### src/rtl/pipe_buf_pkg.sv
// Shared definitions for the inter-stage elastic pipeline buffers: stage payload
// widths, a debug status record and the pointer-width helper.
package pipe_buf_pkg;

  // Packed widths of the stage register structs carried by each boundary instance
  localparam int IF_ID_W  = 64;
  localparam int ID_EX_W  = 160;
  localparam int EX_MEM_W = 112;
  localparam int MEM_WB_W = 72;

  localparam int PB_STAT_CNT_W = 8;

  typedef struct packed {
    logic [PB_STAT_CNT_W-1:0] count;
    logic                     full;
    logic                     empty;
  } pb_status_t;

  // A single-entry buffer still needs a one-bit pointer to stay well-formed
  function automatic int pb_ptr_w(input int depth);
    return (depth > 1) ? $clog2(depth) : 1;
  endfunction

endpackage

### src/rtl/pipe_buf_ptr.sv
// Wrap-around index 0..DEPTH-1 for the buffer read/write pointers; wraps by
// explicit compare so non-power-of-two depths work.
module pipe_buf_ptr
  import pipe_buf_pkg::*;
#(
  parameter  int DEPTH = 2,
  localparam int PTR_W = pb_ptr_w(DEPTH)
) (
  input  logic             clk,
  input  logic             reset,
  input  logic             clr,
  input  logic             inc,
  output logic [PTR_W-1:0] ptr
);

  logic [PTR_W-1:0] r_ptr;

  always_ff @(posedge clk) begin
    if (reset || clr) begin
      r_ptr <= '0;
    end else if (inc) begin
      r_ptr <= (r_ptr == PTR_W'(DEPTH - 1)) ? '0 : r_ptr + PTR_W'(1);
    end
  end

  assign ptr = r_ptr;

endmodule

### src/rtl/pipe_buf_stage.sv
// Elastic FIFO buffer between two pipeline stages. Presents an all-zero bubble
// when empty; all outputs come from registers only.
module pipe_buf_stage
  import pipe_buf_pkg::*;
#(
  parameter  int WIDTH = 64,
  parameter  int DEPTH = 2,
  localparam int CNT_W = $clog2(DEPTH + 1)
) (
  input  logic             clk,
  input  logic             reset,
  input  logic             flush,
  input  logic             in_valid,
  output logic             in_ready,
  input  logic [WIDTH-1:0] in_data,
  output logic             out_valid,
  input  logic             out_ready,
  output logic [WIDTH-1:0] out_data,
  output logic [CNT_W-1:0] count
);

  localparam int PTR_W = pb_ptr_w(DEPTH);

  logic [WIDTH-1:0] r_mem [DEPTH];
  logic [CNT_W-1:0] r_count;
  logic [PTR_W-1:0] w_wr_ptr;
  logic [PTR_W-1:0] w_rd_ptr;
  logic             w_push;
  logic             w_pop;

  // in_ready deliberately ignores out_ready: no combinational path through the buffer
  assign in_ready  = (r_count < CNT_W'(DEPTH));
  assign out_valid = (r_count != '0);
  assign out_data  = out_valid ? r_mem[w_rd_ptr] : '0;
  assign count     = r_count;

  assign w_push = in_valid  && in_ready  && !flush;
  assign w_pop  = out_valid && out_ready && !flush;

  pipe_buf_ptr #(.DEPTH(DEPTH)) u_wr_ptr (
    .clk   (clk),
    .reset (reset),
    .clr   (flush),
    .inc   (w_push),
    .ptr   (w_wr_ptr)
  );

  pipe_buf_ptr #(.DEPTH(DEPTH)) u_rd_ptr (
    .clk   (clk),
    .reset (reset),
    .clr   (flush),
    .inc   (w_pop),
    .ptr   (w_rd_ptr)
  );

  // Storage holds payload only; validity is tracked by r_count
  always_ff @(posedge clk) begin
    if (w_push) begin
      r_mem[w_wr_ptr] <= in_data;
    end
  end

  always_ff @(posedge clk) begin
    if (reset || flush) begin
      r_count <= '0;
    end else begin
      case ({w_push, w_pop})
        2'b10:   r_count <= r_count + CNT_W'(1);
        2'b01:   r_count <= r_count - CNT_W'(1);
        default: r_count <= r_count;
      endcase
    end
  end

  a_no_push_full: assert property (@(posedge clk) disable iff (reset)
    !(w_push && (r_count == CNT_W'(DEPTH))));
  a_no_pop_empty: assert property (@(posedge clk) disable iff (reset)
    !(w_pop && (r_count == '0)));
  a_count_range:  assert property (@(posedge clk) disable iff (reset)
    r_count <= CNT_W'(DEPTH));

endmodule

### config.mk
export PLATFORM = sky130hd
export DESIGN_NAME = pipe_buf_stage
export DESIGN_NICKNAME = d
export VERILOG_FILES = /design/src/rtl/pipe_buf_pkg.sv /design/src/rtl/pipe_buf_ptr.sv /design/src/rtl/pipe_buf_stage.sv
export SDC_FILE = /design/constraint.sdc
export NUM_CORES = 1
export LEC_CHECK = 0
export ABC_AREA = 1
export CORE_MARGIN = 2
export CORE_UTILIZATION = 44
export CTS_CLUSTER_SIZE = 24
export DETAILED_ROUTE_END_ITERATION = 12
export GPL_ROUTABILITY_DRIVEN = 0
export PLACE_DENSITY = 0.76
export SLEW_MARGIN = 20
export SYNTH_ARGS = -nofsm -noshare
export SYNTH_HDL_FRONTEND = slang
export SYNTH_HIERARCHICAL = 1
export SYNTH_SLANG_ARGS = --single-unit
export TNS_END_PERCENT = 30
### constraint.sdc
create_clock -name clk -period 3.8 [get_ports clk]
set_clock_uncertainty 0.05 [all_clocks]
set_input_delay 0.38 -clock clk [delete_from_list [all_inputs] [get_ports clk]]
set_output_delay 0.38 -clock clk [all_outputs]
set_load 0.005 [all_outputs]
## Word level (Yosys, flattened, before mapping)

Memory sizes are Yosys's and may differ from the RTL's. A register that Yosys moved wholly into a read port is not among the register bits.
Cells that the tools add are included.

- Equality and inequality tests: 2
- Mux-type cells: 8
- Order comparisons: 1
- Reduce and logical (&&, ||, !) cells: 8
- Add/sub/neg operators: 4

Operator list:

| operator | count |
|---|---|
| 2-to-1 mux 64 bit | 1 |
| 2-to-1 mux 1 bit | 6 |
| logical AND 1 bit | 4 |
| one-hot mux 2 bit (2 select lines) | 1 |
| nonzero test 2 bit | 2 |
| adder 1 bit, second input constant | 2 |
| adder 2 x 1 -> 2 bit, second input constant | 1 |
| == test 2 x 1 -> 1 bit, second input constant | 1 |
| == test 2 bit, second input constant | 1 |
| less-than comparator 2 bit, second input constant | 1 |
| subtractor 2 x 1 -> 2 bit, second input constant | 1 |
| logical NOT 1 bit | 1 |
| logical OR 1 bit | 1 |

- Flip-flop bits (word level): 4
- Memory bits (writable): 128
- Memories: 1
- Output and inout bits: 68

Memories:

| name | depth | width | rd ports | clocked after Yosys merged registers in | wr ports | line | RTL |
|---|---|---|---|---|---|---|---|
| r_mem | 2 | 64 | 1 | 1 | 1 | pipe_buf_stage.sv:24 | `logic [WIDTH-1:0] r_mem [DEPTH];` |

## Depth between registers and ports, before layout

Gate-level depths: netlist of the first run.

- Depth in word-level cells: 5
- Mapped depth: 11
- Mapped depth without buffers: 10

## Cells and area by module

The synthesis of the first run kept the hierarchy.

Modules (own cells, without submodules):

| module | area each (µm²) | seq. area each (µm²) | times used | cells an instance |
|---|---|---|---|---|
| pipe_buf_stage | 5161.2 | 3883.7 | 1 | 371 |
| pipe_buf_ptr | 41.3 | 20.0 | 2 | 6 |

## Worst setup path before layout of the first run

OpenSTA, ideal clock, no wires.

- Path type: input to register
- Start: in in_valid
- End: mem r_mem[0][0] (enable)
- Data required time: 3.264 ns
- Path buffers: 0
- Stages on the path: 4
- Arrival: 3.257 ns
- Path slack: 0.007 ns
- Path through: inv_1 -> nor2_1 -> nand2_1 -> nor2_1

- Word-level cells in the longest chain between the ends: 4

Ends and longest elaborated chain:

| what | line | RTL |
|---|---|---|
| start, declared | pipe_buf_stage.sv:13 | `input logic in_valid,` |
| logical AND 1 bit (2 in a row) | pipe_buf_stage.sv:37 | `assign w_push = in_valid && in_ready && !flush;` |
| 2-to-1 mux 1 bit | pipe_buf_stage.sv:58 | `if (w_push) begin` |
| 2-to-1 mux 1 bit (not written as such) | pipe_buf_stage.sv:59 | `r_mem[w_wr_ptr] <= in_data;` |
| end, declared | pipe_buf_stage.sv:24 |  |

No other way between the ends.

==> impl_results.md, run 1 <==
* Die W at 113 um
* Largest cells by area after synthesis: edfxtp_1 (73%), nand2_1 (9.9%), a21oi_2 (8.4%), buf_6 (1.7%), dfxtp_1 (1.5%)
* Htree depth at 4
* Fin. Hold Viols at 0
* Status: complete, but fails checks
* Hold WC Path Type: input port to flip-flop
* Setup CP Type: flip-flop to primary output
* N_diodes at 0
* GR Overflow Total at 0
* GRT Total Usage at 0.169
* Multi-input combinational cell area at 1150 um^2
* Critical Path Max Stage Delay at 0.54 ns
* Ys async rst share at 0
* Cell Area, Synth at 5240 um^2
* Slew of the pin with the lowest slew margin at 0.708 ns
* Tcrit/Tclk final at 0.703
* Num CTS Buffers at 17
* Reg clk slew, reported paths at 0.06 ns
* Via Count at 3402
* Final HPWL DP at 6.72 mm
* DR iter-0 viols at 181
* Deepest clock path buffer count at 2
* Root Buffer: clkbuf_16
* Distinct cells, synth at 16
* Net Count, Synth at 453
* WP data arrival at 2.24 ns
* RSZ-0062 raised after global routing: no
* Commonest cells in the netlist: nand2_1 (138), edfxtp_1 (128), a21oi_2 (50)
* Worst Path Buf+Inv at 3
* Share of layout cells above drive strength 1 at 0.177
* Synth area leader: edfxtp_1
* Clk sinks at 132
* Critical Path RT at 3.37 ns
* Vias per std cell at 5.00
* Number of global-route vias before repair at 3482
* Crit path cell chain: inv_2 -> buf_12 -> nand2_1 -> a21oi_1 -> clkdlybuf4s50_1
* Worst skew pair latency at 0.39 ns
* Number of iterations in the first detailed-routing pass at 8
* Initial antenna violation count at 0
* Slowest cell on crit path: clkdlybuf4s50_1
* Design area at 7330 um^2
* Crit-path leading delay family: buffers and inverters
* Rel. slew slack at 0.528
* Sequential cell area at 3930 um^2
* Lkg Pwr at 2.49 nW
* Main synth FF type: edfxtp_1
* First-pass GRT wire length at 16.5 mm
* PortBufs at 136
* Post-synth EDFFs at 128
* Nets@finish at 595
* Drt drc at 8
* PnR Total Power at 3.51 mW
* Core box area at 11500 um^2
* Synth Instances at 383
* Worst vdd ir at 0.000246 V
* Fillers at 887
* Pwr dens at 480 nW/um^2
* Mean routed wirelength per cell at 15.7 um
* Min Tclk post-route at 2.67 ns
* CTS resizes at 0
* # rows at 39
* Largest net degree at the start of global routing at 67
* Mapped Avg Cell Area at 13.7 um^2
* Die area at 12800 um^2
* Worst setup SP type: flip-flop
* Crit. End Element: primary output
* Final TNS setup at 0 ns
* Hold-fix buffers, CTS at 0
* Seq/Total Area, Yosys at 0.748
* Setup-failing EPs final at 0
* Final Slew Violations at 0
* CTS tree: built
* Top cell type's share of synthesized area at 0.733
* Max_cap viols at 0
* Cell with the most instances after synthesis: nand2_1
* Failing checks: design-rule violations
* Fmax at 374 MHz
* Core Util, Final at 0.636
* Post-CTS setup buffers at 0
* Area delta synth->final at 39.7%
* Synth warn at 6
* Die Span Y at 113 um
* # IOs at 137
* Post-route ant nets at 0
* Dpl cell area at 6720 um^2
* Routed WL at 10.7 mm
* Starting Density at 0.455
* Largest fanout on the critical path at 33
* Synthesis-stage register bit count at 132
-- flip-flops by register name (all words and copies together), names as in the netlist --
signal / cells
u_wr_ptr/ptr: 1
u_rd_ptr/ptr: 1
count: 2
r_mem: 128
-- final timing paths --
kind                                    from            to  slack (ns)  cells past startpoint
worst min-delay path             in_data[38]  r_mem[1][38]        0.51                      1
worst min register to register  u_wr_ptr/ptr  u_wr_ptr/ptr        0.53                      2
worst max-delay path            u_rd_ptr/ptr   out_data[1]        1.13                      5
worst max register to register      count[1]      count[1]        1.74                     11
-- cell type report --
type / instances / share of cell area
clock buffers: 17 / 0.0581
inverters: 9 / 0.00461
repair buffers: 143 / 0.196
well taps: 143 / 0.0244
multi-input cells: 222 / 0.156
flip-flops and latches: 132 / 0.536
clock inverters: 15 / 0.0244
-- kinds of logic (layout without fill, tap and decap cells) --
kind of cell,after synthesis,after routing,synth area share
AND/OR/NAND/NOR,156,156,0.113
flip-flops,132,132,0.748
AO/OA/AOI/OAI,64,64,0.0969
buffers and inverters,29,184,0.0375
adder cells (fa/ha/maj),1,1,0.00239
XOR/XNOR,1,1,0.00167
-- per-stage QoR --
stage	hold WS, ns	instances	setup WS (ns)
2_1_floorplan	0.407	383	0.00705
3_3_place_gp	0.504	649	1.55
3_5_place_dp	0.516	649	1.46
4_1_cts	0.492	681	1.09
5_1_grt	0.493	681	0.948
6_report	0.508	681	1.13
-- cells in the final DEF, fill, tap and decap left out, types with 2 or more instances in the layout --
master           instances
nor2_2                   2
a21oi_1                 14
nor2_1                  11
edfxtp_1               128
buf_12                   2
clkbuf_16               17
clkinv_4                 2
inv_6                    4
a21oi_2                 50
clkinv_2                 2
nand2_1                138
clkdlybuf4s50_1        136
nor2_4                   3
clkinvlp_4               3
inv_1                    8
bufinv_16                3
dfxtp_1                  3
buf_4                    5
-- routing by layer --
layer	share of wire	GRT usage	routed length (um)	vias up
li1	-	-	-	1622
met1	0.40	0.185	4300	1654
met3	0.058	0.0530	625	18
met5	0	0	0	-
met2	0.53	0.315	5640	108
met4	0.011	0.0463	118	0
-- power breakdown --
part	internal [mW]	switching, mW	total (mW)	leakage (nW)
logic	0.119	0.0957	0.215	0.998
clock network	1.04	0.611	1.65	0.288
registers	1.64	0.0105	1.65	1.21
-- worst register-to-register path, cell delays in order, from the launching register on --
cell	delay, ns
dfxtp_1	0.37
nor2_4	0.13
buf_4	0.46
inv_1	0.13
nand2_1	0.08
nor2_1	0.06
ha_1	0.33
inv_1	0.09
nand2_1	0.06
nor2_1	0.09
nor2_1	0.04
nor2_1	0.10
Power figures use the tool's default switching activity.
==> run 2, diff against run 1 <==
clock period = 2.3 ns   (was 3.8 ns; I/O delays follow)
==> run 2 against run 1 <==
Against the previous run:
- the run still ends with design-rule violations left
- utilization up 0.80 points
- clock-buffer cell count is 1 higher
- worst setup slack got worse by 1.0 ns
- power is 66% higher
- critical path depth decreased by 1
- register-to-register slack worse by 1.1 ns
- flip-flop and latch count did not move
- critical path type unchanged
- critical endpoint is now out_data[2]
- highest routed layer unchanged
==> impl_results.md, run 2 (synthesis results as in run 1) <==
* Core Util, Final at 0.644 (+0.00804)
* DR iter-0 viols at 180 (-0.55%)
* Slowest cell on crit path: clkdlybuf4s50_1
* Pwr dens at 785 nW/um^2 (+64%)
* WP data arrival at 1.89 ns (-0.35 ns)
* Largest net degree at the start of global routing at 65 (-3.0%)
* Nets@finish at 599 (+0.67%)
* PortBufs at 136 (unchanged)
* N_diodes at 0 (unchanged)
* Number of iterations in the first detailed-routing pass at 9 (+1)
* Number of global-route vias before repair at 3418 (-1.8%)
* Failing checks: design-rule violations
* Final Slew Violations at 0 (unchanged)
* Finished Layout Cells at 685 (+0.59%)
* Worst skew pair latency at 0.40 ns (about the same)
* CTS tree: built
* Slew of the pin with the lowest slew margin at 0.414 ns (-0.294 ns)
* Final HPWL DP at 6.90 mm (+2.6%)
* GR Overflow Total at 0 (unchanged)
* Htree depth at 4 (unchanged)
* Fin. Hold Viols at 0 (unchanged)
* Clk sinks at 132 (unchanged)
* # placed instances at 652 (+0.46%)
* Via Count at 3393 (-0.26%)
* Worst R2R Setup Slack at 0.68 ns (-1.06 ns)
* Fmax at 461 MHz
* Dpl cell area at 6760 um^2 (+0.52%)
* Hold Crit Depth at 1 (unchanged)
* R2R Path End: count[1]
* Starting Density at 0.455 (unchanged)
* Core box area at 11500 um^2 (unchanged)
* Reg2reg start: count[0]
* Die W at 113 um (unchanged)
* Status: complete, but fails checks
* Tcrit/Tclk final at 0.942
* Num CTS Buffers at 17 (unchanged)
* RSZ-0062 raised after global routing: no
* Critical Path Max Stage Delay at 0.55 ns (about the same)
* Hold path endpoint: r_mem[1][38]
* Drt drc at 7 (-1)
* Min Tclk post-route at 2.17 ns
* Die area at 12800 um^2 (unchanged)
* Lkg Pwr at 2.53 nW (+1.4%)
* Critical Path RT at 2.02 ns (-1.35 ns)
* Reg2reg path depth at 10 (-1)
* Largest Register: r_mem
* # rows at 39 (unchanged)
* Design area at 7420 um^2 (+1.3%)
* Max_cap viols at 0 (unchanged)
* Initial antenna violation count at 0 (unchanged)
* Root Buffer: clkbuf_16
* Worst setup SP type: flip-flop
* Hold WC Path Type: input port to flip-flop
* Deepest clock path buffer count at 2 (unchanged)
* PnR Total Power at 5.83 mW (+66%)
* Worst vdd ir at 0.000588 V (+140%)
* Commonest non-fill, non-tap cell in the layout: nand2_1
* Rel. slew slack at 0.724 (+0.196)
* Post-CTS setup buffers at 0 (unchanged)
* Hold path start: in_data[38]
* Crit. End Element: primary output
* Post-route ant nets at 0 (unchanged)
* GRT Total Usage at 0.172 (+0.00278)
* Largest fanout on the critical path at 27 (-18%)
* Die Span Y at 113 um (unchanged)
* Area delta synth->final at 41.5%
* Setup-failing EPs final at 0 (unchanged)
* Mean routed wirelength per cell at 16.0 um (+2.2%)
* Vias per std cell at 4.95 (-0.85%)
* Share of layout cells above drive strength 1 at 0.188 (+0.0116)
* Final TNS setup at 0 ns (unchanged)
* Max FFs per register at 128 (unchanged)
* First-pass GRT wire length at 16.7 mm (+1.4%)
* # IOs at 137 (unchanged)
* Most frequent cells in the layout: nand2_1 (138), clkdlybuf4s50_1 (136), edfxtp_1 (128)
* Crit path cell chain: nor2_4 -> buf_4 -> a21oi_1 -> clkdlybuf4s50_1
* Setup CP Type: flip-flop to primary output
* Routed WL at 11.0 mm (+2.8%)
* Reg clk slew, reported paths at 0.06 ns (about the same)
run 2: repair_timing:
| item | CTS | global route |
|---|---|---|
| resized for setup | 2 | 5 |
| endpoints found under the setup margin | 3 | 6 |
| hold buffers | 0 | 0 |
| gates cloned | 0 | 1 |
run 2: final cells by class:
cell class / count / area (um^2)
Inverter: 9 / 33.8
Sequential cell: 132 / 3930
Clock buffer: 18 / 429
Tap cell: 143 / 179
Multi-Input combinational cell: 222 / 1150
Clock inverter: 14 / 186
Timing Repair Buffer: 147 / 1510
Fill cell: 879 / 4100
run 2: stage by stage:
step	worst slack, ns	hold slack [ns]
after global placement	0.384	0.514
after detailed placement	0.329	0.524
after floorplan	-0.384	0.257
after global routing	0.0126	0.342
after CTS	0.00731	0.341
final	0.132	0.359
run 2: report_power, final:
group          total [mW]  internal [mW]  switching [mW]
clock network        2.73           1.80           0.929
logic               0.362          0.201           0.161
registers            2.73           2.71          0.0176
total                5.83           4.72            1.11
run 2: worst max-delay path: cells and delay by family, from the launching register on:
kind | cells | cell delay [ns]
buffers and inverters | 2 | 0.81
and+or+nand+nor | 1 | 0.06
AOI/OAI and AO/OA | 1 | 0.21
DFF | 1 | 0.41
run 2: per-layer routing:
metal / track usage / share of wire / vias to the layer above / wire length (um)
met5: 0 / 0 / - / 0
met4: 0.0642 / 0.0066 / 0 / 72
met2: 0.300 / 0.52 / 108 / 5720
met1: 0.203 / 0.41 / 1649 / 4560
met3: 0.0477 / 0.058 / 6 / 637
li1: - / - / 1630 / -
run 2: worst max-delay path by stage:
stage                        start           end
final                     count[0]   out_data[2]
after global routing      count[1]   out_data[2]
after CTS                 count[1]   out_data[9]
after detailed placement     flush  r_mem[0][57]
after global placement       flush  r_mem[0][54]
after floorplan           count[1]   r_mem[0][0]
==> run 3, diff against run 2 <==
CTS_CLUSTER_SIZE = default   (was 24)
==> results of run 3 <==
The final DEF is identical to that of run 2; final timing and power are the same.
==> RTL change (config.mk and constraints of run 1) <==
Change the parameter `WIDTH` from 64 to 60.
--- a/src/rtl/pipe_buf_stage.sv
+++ b/src/rtl/pipe_buf_stage.sv
@@ -4,5 +4,5 @@
   import pipe_buf_pkg::*;
 #(
-  parameter  int WIDTH = 64,
+  parameter  int WIDTH = 60,
   parameter  int DEPTH = 2,
   localparam int CNT_W = $clog2(DEPTH + 1)
Interface: changed (resized in_data and out_data); port bits go from 137 to 129. The function was not compared with the original's and may differ.
==> RTL change against run 1 <==
  * Clock power down 5%
  * Sequential cell count decreased by 8
  * Design area is 8.1% lower
  * Total power down 5.8%
  * Worst hold slack got worse by 0.11 ns
  * Wire length is 2.6% lower
  * Area after synthesis fell by 10%
  * Worst setup slack got worse by 0.40 ns
  * Sequential power down 6%
  * Critical path type unchanged
==> RTL change: results (changes against run 1) <==
[layout]
largest_reg_flops=120  ; -6.3%
nNetsFinal=565  ; -5.0%
layout-drive-gt1-share_pct=9.002  ; -8.7 points
stdcell_area_mm2=0.006730  ; -8.1%
n_fill_cell=757  ; -15%

[routing]
firstDrtPassIters=4  ; -4
routed_wirelength_mm=10.41  ; -2.6%
avgViaCountPerCell=4.929  ; -1.3%
dr_total_vias=3189  ; -6.3%
drt_iter0_drc=172  ; -5.0%

[placement]
dp_slack_ns=1.176  ; -0.2800 ns
portBuffers=128  ; -5.9%
post_dp_cell_area_mm2=0.006146  ; -8.6%
placedCellCount=616  ; -5.1%
dp.final_hpwl_mm=6.802  ; +1.2%

[pwr]
cellPowerDensity_mw_per_mm2=491.8  ; +2.5%
p_clk_mw=1.57  ; -5%
ir_worst_vdd_uv=297.9  ; +21%
leakagePower_nw=2.369  ; -5.0%
p_int_mw=2.645  ; -5.4%
power_frac_seq_pct=46.9  ; about the same

[worst_setup_path]
worst-r2r-setup-slack_ns=1.43  ; -0.31 ns
cp_max_fo=34  ; +3.0%
timing.critical_path.to=out_data[13]

[synth]
synth_nets=428  ; -5.5%
synth.cells.most_frequent=nand2_1 (130), edfxtp_1 (120), a21oi_1 (60)
yosysUniqueCellTypes=14  ; -2
synth_cells=362  ; -5.5%
synth_area_leaders=edfxtp_1 (76%), nand2_1 (10%), a21oi_1 (6.4%), dfxtp_1 (1.7%), buf_2 (1.4%)
ys_seq_area_share_pct=78.11  ; +3.3 points
synth_edf_count=120  ; -6.3%

[worst_hold_path]
worstHoldStart=in_data[9]
hold_path_end=r_mem[1][9]

[timing]
layout_setup_ws_ns=0.7266  ; -0.4022 ns
tightest_slew_ns=0.7942  ; +0.08618 ns
timing.hold.ws_ns=0.4007  ; -0.1074 ns

[cts]
root_buffer=clkbuf_8
ctsResizeCount=0  ; unchanged
clk_latency_ns=0.50  ; +0.11 ns

[status]
status=complete, no violations

[global_route]
grt_pass1_wl_mm=15.85  ; -4.0%
grt_pass1_vias=3291  ; -5.5%
grt.total_usage_pct=18.62  ; +1.7 points
antenna_found_initial=0  ; unchanged
grt_max_degree=35  ; -48%

[RTL change: kinds of logic (layout without fill, tap and decap cells)]
logic type	count (synthesis)	in the layout	synth area share [%]
buffers and inverters	28	177	3.051
adders and majority gates	1	1	0.2653
AOI/OAI and AO/OA	60	60	6.368
DFF	124	124	78.11
xor gates and xnor gates	1	1	0.1858
and+or+nand+nor	148	148	12.02
[RTL change: worst max-delay path, stage by stage, from the launching register on]
cell and delay [ns]:
dfxtp_2 0.53, inv_2 0.36, buf_4 0.36, nand2_1 0.11
a21oi_1 0.21, clkdlybuf4s50_1 0.54
[RTL change: final cells by class]
type	instances	share of cell area, %
inverters	9	0.5020
flip-flops and latches	124	54.75
repair buffers	137	20.04
clock inverters	14	2.528
multi-input cells	210	13.50
clock buffers	17	6.154
well taps	136	2.528
[RTL change: metal layers]
layer	track usage, %	wire (um)	share of wire [%]
met5	0	0	0
met3	5.266	777	7.5
met1	22.45	4142	40
met4	6.685	170	1.6
met2	31.94	5322	51
